**config.mk**
```make
export PLATFORM = sky130hd
export DESIGN_NAME = data_sampler_mv
export DESIGN_NICKNAME = d
export VERILOG_FILES = /design/src/rtl/uart_rx_pkg.sv /design/src/rtl/majority_vote.sv /design/src/rtl/data_sampler_mv.sv
export SDC_FILE = /design/constraint.sdc
export NUM_CORES = 1
export LEC_CHECK = 0
export ABC_CLOCK_PERIOD_IN_PS = 3700
export BUFFER_PORTS_ARGS = -buffer_cell sky130_fd_sc_hd__buf_4
export CAP_MARGIN = 20
export CORE_MARGIN = 1
export CORE_UTILIZATION = 55
export CTS_BUF_LIST = sky130_fd_sc_hd__clkbuf_16
export DETAILED_ROUTE_END_ITERATION = 8
export GPL_ROUTABILITY_DRIVEN = 0
export GPL_TIMING_DRIVEN = 0
export PLACE_DENSITY = 0.75
export REMOVE_ABC_BUFFERS = 1
export SYNTH_ARGS = -nofsm -noshare
export SYNTH_HDL_FRONTEND = slang
export SYNTH_HIERARCHICAL = 1
export SYNTH_SLANG_ARGS = --single-unit
```
**constraint.sdc**
```tcl
create_clock -name clk -period 3.7 [get_ports clk]
set_input_delay 0.37 -clock clk [delete_from_list [all_inputs] [get_ports clk]]
set_output_delay 0.37 -clock clk [all_outputs]
set_load 0.05 [all_outputs]
```
**src/rtl/uart_rx_pkg.sv**
```systemverilog
// Shared UART RX constants and helpers: sample-position arithmetic and
// parameter legality for the majority-vote sampler.
package uart_rx_pkg;

  localparam int MAX_SAMPLES = 7;

  // Signed position of sample k in a window centred on 'centre'
  function automatic int sample_pos(input int centre, input int k, input int h, input int spacing);
    return centre + (k - h) * spacing;
  endfunction

  function automatic bit params_ok(input int num_samples, input int spacing);
    return (num_samples >= 1) && (num_samples <= MAX_SAMPLES) && ((num_samples % 2) == 1) &&
           (spacing >= 1) && (spacing <= 4);
  endfunction

endpackage

```
**src/rtl/majority_vote.sv**
```systemverilog
// Combinational vote over a running ones count plus the final sample.
module majority_vote #(
  parameter int N = 3
) (
  input  logic [2:0] ones_i,
  input  logic       new_bit_i,
  output logic       vote_o,
  output logic       unanimous_o
);

  localparam logic [3:0] HALF = 4'((N - 1) / 2);
  localparam logic [3:0] FULL = 4'(N);

  logic [3:0] total_s;

  assign total_s     = {1'b0, ones_i} + {3'b000, new_bit_i};
  assign vote_o      = (total_s > HALF);
  assign unanimous_o = (total_s == 4'd0) || (total_s == FULL);

endmodule

```
**src/rtl/data_sampler_mv.sv**
```systemverilog
// N-sample majority-vote bit sampler for the UART RX path. Samples are centred
// on prescale>>1, SPACING ticks apart; an ill-fitting window degrades to one sample.
module data_sampler_mv
  import uart_rx_pkg::*;
#(
  parameter int PRESCALE_W  = 6,
  parameter int NUM_SAMPLES = 3,
  parameter int SPACING     = 1
) (
  input  logic                  clk,
  input  logic                  rst,
  input  logic [PRESCALE_W-1:0] prescale,
  input  logic                  rx_in,
  input  logic                  enable,
  input  logic [PRESCALE_W-1:0] edge_count,
  output logic                  sampled_bit,
  output logic                  sample_valid,
  output logic                  noise_flag,
  output logic                  cfg_err
);

  localparam int         POS_W    = PRESCALE_W + 3;
  localparam int         H        = (NUM_SAMPLES - 1) / 2;
  localparam logic [2:0] LAST_IDX = 3'(NUM_SAMPLES - 1);

  if (!params_ok(NUM_SAMPLES, SPACING)) begin : g_bad_params
    $error("data_sampler_mv: NUM_SAMPLES must be odd in 1..7 and SPACING in 1..4");
  end

  logic signed [POS_W-1:0] centre_s, last_legal_s, edge_s, exp_pos_s;
  logic signed [POS_W-1:0] pos_s [0:7];
  logic [2:0] ones_q, ones_d, idx_q, idx_d, base_ones_s, base_idx_s;
  logic       bit_q, bit_d, valid_q, valid_d, noise_q, noise_d, cfg_q, cfg_d;
  logic       restart_s, hit_s, final_s, vote_s, unan_s;

  assign centre_s     = $signed({4'b0000, prescale[PRESCALE_W-1:1]});
  assign last_legal_s = $signed({3'b000, prescale}) - $signed(POS_W'(1));
  assign edge_s       = $signed({3'b000, edge_count});

  // Every window position, signed and wide enough that none can wrap
  always_comb begin
    for (int k = 0; k < 8; k++) begin
      pos_s[k] = centre_s + POS_W'(sample_pos(0, k, H, SPACING));
    end
  end

  assign cfg_d = pos_s[0][POS_W-1] || (pos_s[NUM_SAMPLES-1] > last_legal_s);

  // edge_count==0 mid-window means the counter started a new bit
  assign restart_s   = (edge_count == {PRESCALE_W{1'b0}}) && (idx_q != 3'd0);
  assign base_idx_s  = (restart_s || cfg_q) ? 3'd0 : idx_q;
  assign base_ones_s = restart_s ? 3'd0 : ones_q;
  assign exp_pos_s   = cfg_q ? centre_s : pos_s[base_idx_s];
  assign hit_s       = enable && (edge_s == exp_pos_s);
  assign final_s     = cfg_q || (base_idx_s == LAST_IDX);

  majority_vote #(.N(NUM_SAMPLES)) u_vote (
    .ones_i      (base_ones_s),
    .new_bit_i   (rx_in),
    .vote_o      (vote_s),
    .unanimous_o (unan_s)
  );

  // Capture / decision next-state
  always_comb begin
    ones_d  = ones_q;
    idx_d   = idx_q;
    bit_d   = bit_q;
    noise_d = noise_q;
    valid_d = 1'b0;
    if (!enable) begin
      ones_d = 3'd0;
      idx_d  = 3'd0;
    end else if (hit_s && final_s) begin
      bit_d   = cfg_q ? rx_in : vote_s;
      noise_d = cfg_q ? 1'b0 : !unan_s;
      valid_d = 1'b1;
      ones_d  = 3'd0;
      idx_d   = 3'd0;
    end else if (hit_s) begin
      ones_d = base_ones_s + {2'b00, rx_in};
      idx_d  = base_idx_s + 3'd1;
    end else begin
      ones_d = base_ones_s;
      idx_d  = base_idx_s;
    end
  end

  // State and output registers
  always_ff @(posedge clk) begin
    if (rst) begin
      ones_q  <= 3'd0;
      idx_q   <= 3'd0;
      bit_q   <= 1'b1;
      valid_q <= 1'b0;
      noise_q <= 1'b0;
      cfg_q   <= 1'b0;
    end else begin
      ones_q  <= ones_d;
      idx_q   <= idx_d;
      bit_q   <= bit_d;
      valid_q <= valid_d;
      noise_q <= noise_d;
      cfg_q   <= cfg_d;
    end
  end

  assign sampled_bit  = bit_q;
  assign sample_valid = valid_q;
  assign noise_flag   = noise_q;
  assign cfg_err      = cfg_q;

endmodule

```
==> results by group <==
Run status
  – Run status: finished, final reports clean

Logic synthesis
  – Netlist cell types: 70
  – Seq cells post-synth: 10
  – Top cell type's share of synthesized area: 15.7%
  – Sequential fraction of the synthesis area: 10.1%
  – Syn avg cell area: 7.48 um2
  – Largest family of logic cells by synthesized area: compound AO/OA/AOI/OAI gates
  – Asr flop ratio synth: 0%
  – Synth Area in Adders: 15.7%
  – Post-synthesis simple-gate area fraction: between 20 and 30%
  – Area leader, netlist: ha_1
  – Synth Area in Compound Gates: 29.0%
  – Post-synthesis xor/xnor area fraction: 5.28%
  – Ys flop type: dfxtp_1
  – Post-Synthesis Cells: 266
  – Commonest cells post-synth: ha_1 (25), nand2_1 (19), inv_1 (18)
  – Post-synthesis mux area share: 5.09%
  – Ys Warns: 6
  – Synth area leaders: ha_1 (16%), dfxtp_1 (10%), mux2i_1 (4.5%), nand2_1 (3.6%), a21oi_1 (3.5%)
  – Top-count cell post-synth: ha_1
  – Cell Area, Synth: 1990 um2
  – EDFF count, synth: 0

Floorplanning
  – Die area: 3860 um2
  – Core Box Area: 3390 um2
  – Cell Rows: 21
  – Die Ht: 62.2 um
  – Top-level I/O count: 20
  – Initial Utilization: 58.7%
  – Die X: roughly 62 um

CTS
  – Post-CTS setup buffer count: 0
  – Clk root buf: clkbuf_16
  – Num CTS Buffers: 3
  – Max Root-Sink Buffers: 2
  – CTS tree: done
  – Worst-Skew Late Latency: around 0.23 ns
  – H-tree Lvls: 1
  – CTS sink cnt: 10
  – Clock transition at path regs: 0.04 ns

Cells and area
  – FILL cells: 307
  – Inserted Diodes: 0
  – Layout cells sized above 1: roughly 16%
  – Layout area overhead: 10.9%
  – Final net count: 316

Power and ir drop
  – Int Pwr: 0.326 mW
  – PD cells: 221 nW/um2
  – Peak VDD IR: 99.0 uV
  – P_leak: between 0.9 and 1 nW
  – Sw Share: 33.2%
  – Psw: 0.162 mW
  – Sequential power share: 24.0%
  – Total power draw: 0.488 mW
  – Logic pwr share: between 30% and 40%
  – Clk network pwr share: 39.3%

STA
  – Fin Hold WS: 0.336 ns
  – Worst Skew: 0.00127 ns
  – Final setup fails: 0
  – Fmax: ~290 MHz
  – Period utilisation layout: 92.9%
  – Slew headroom: between 30% and 40%
  – Setup TNS: 0 ns
  – Final-report hold violation count: 0
  – Tmin final: 3.44 ns
  – RSZ-0062 raised after global routing: no
  – Final setup margin: around 0.26 ns
  – Least-Margin Pin Slew: 1.01 ns
  – Pins Over Slew Limit: 0

Worst setup path
  – Reg-to-reg setup timing slack: 0.44 ns
  – Critical Path Fanout Max: 9
  – Worst setup EP type: register
  – Worst Path Arrival: 3.57 ns
  – Worst Setup Start Kind: primary input
  – Worst reg2reg path startpoint: idx_q[1]$_SDFF_PP0_
  – Critical path's slowest cell: or4_1
  – End of the worst register-to-register path: ones_q[1]$_SDFF_PP0_
  – CP Data Required Time: around 3.8 ns
  – Critical Path, Cell by Cell: buf_4, or4_1, o311a_1, a32oi_1, mux2i_1, o2111ai_1, nor4_2, nand2b_1, a31o_2
  – Critical path class: in -> reg
  – CP max stage delay: 0.74 ns
  – R2R cell count: 8

Global routing
  – All-Layer GR Usage: 27.9%
  – Largest net degree at the start of global routing: 20
  – Global route overflow: 0
  – First-pass GRT wire length: 8.87 mm
  – Number of global-route vias before repair: 1956
  – Initial antenna violation count: 0

Hold path
  – Hold Crit Class: in -> reg
  – WHS Path Cells: 2
  – Hold EP: cfg_err$_SDFF_PP0_
  – Hold Crit Start: rst

Route
  – DR DRC count: 0
  – Final ANT Viol Nets: 0
  – Vias: 2020
  – WL/cell: 16.3 um
  – Total wire length: ~5.2 mm
  – Vias per inst: roughly 6.3
  – DRT Pass-1 Iters: 5
  – Detailed Route Iter0 Violations: 138

Placement
  – Hpwl dp: 3.87 mm
  – Pre-CTS setup slack: 0.0819 ns
  – Port bufs: 19

Flow run
  – Max_cap viols: 0
==> state kept, by name, indices dropped and copies added, names as in the netlist <==
| signal | count |
|---|---|
| cfg_err | 1 |
| sample_valid | 1 |
| sampled_bit | 1 |
| ones_q | 3 |
| noise_flag | 1 |
| idx_q | 3 |
==> worst max path at each step <==
stage                             startpoint              endpoint  slack, ns  cells past startpoint
after global placement         edge_count[4]  ones_q[1]$_SDFF_PP0_       0.09                      9
after CTS                 cfg_err$_SDFF_PP0_  ones_q[1]$_SDFF_PP0_       0.22                      8
after detailed placement       edge_count[4]  ones_q[1]$_SDFF_PP0_       0.08                      9
final                          edge_count[4]  ones_q[1]$_SDFF_PP0_       0.26                      9
after global routing           edge_count[4]   idx_q[2]$_SDFF_PP0_       0.03                      9
after floorplan           cfg_err$_SDFF_PP0_  ones_q[2]$_SDFF_PP0_       0.53                      8
==> cell type report <==
cell class                      instances  area [um2]  share of cell area (%)
Clock inverter                          1        3.75                   0.170
Sequential cell                        10         201                    9.13
Timing Repair Buffer                   19         143                    6.46
Tap cell                               46        57.6                    2.61
Inverter                               20        77.6                    3.51
Multi-Input combinational cell        221        1650                    74.7
Clock buffer                            3        75.1                    3.40
==> through the flow <==
stage | area [um2] | utilization, % | instances
finish | 2210 | 65.1 | 320
global route | 2210 | 65.1 | 320
CTS | 2200 | 65.0 | 320
detailed placement | 2130 | 62.7 | 316
global placement | 2130 | 62.7 | 316
floorplan | 1930 | - | 251
==> timing repair <==
item	4_1_cts	5_1_grt
resized for setup	0	2
hold buffers	0	0
endpoints found under the setup margin	0	7
==> layout by cell type (no fill, tap or decap), types with 9 or more instances in the layout <==
cell type,n
nor2_1,17
nand3_1,12
nand2_1,19
mux2i_1,9
inv_1,18
buf_4,19
ha_1,25
a21oi_1,14
dfxtp_1,9
o21ai_0,12
==> per-layer routing <==
metal	vias to the layer above	wire length, um	track usage, %
met5	-	0	0
met4	0	112	8.14
met3	15	338	2.57
met2	79	2490	50.0
met1	928	2280	35.1
li1	998	-	-
==> critical path, delay by kind of cell <==
family	cells	cell delay, ns
muxes	1	0.24
AOI/OAI and AO/OA	4	1.30
buffers and inverters	1	0.14
and+or+nand+nor	3	1.52
==> logic make-up (layout without fill, tap and decap cells) <==
group	count (synthesis)	count (layout)
buffers and inverters	35	43
AO/OA/AOI/OAI	79	79
multiplexers	10	10
adder cells (fa/ha/maj)	25	25
XOR/XNOR	12	12
AND/OR/NAND/NOR	95	95
flip-flops	10	10
==> power by group through the flow <==
| stage | registers [mW] | logic [mW] | clock network [mW] |
|---|---|---|---|
| after global routing | 0.117 | 0.200 | 0.199 |
| after floorplan | 0.120 | 0.113 | 0 |
| after CTS | 0.117 | 0.177 | 0.193 |
| after detailed placement | 0.118 | 0.175 | 0 |
| after global placement | 0.118 | 0.172 | 0 |
| final | 0.117 | 0.179 | 0.191 |
No activity file was read; power rests on OpenSTA's default activity.
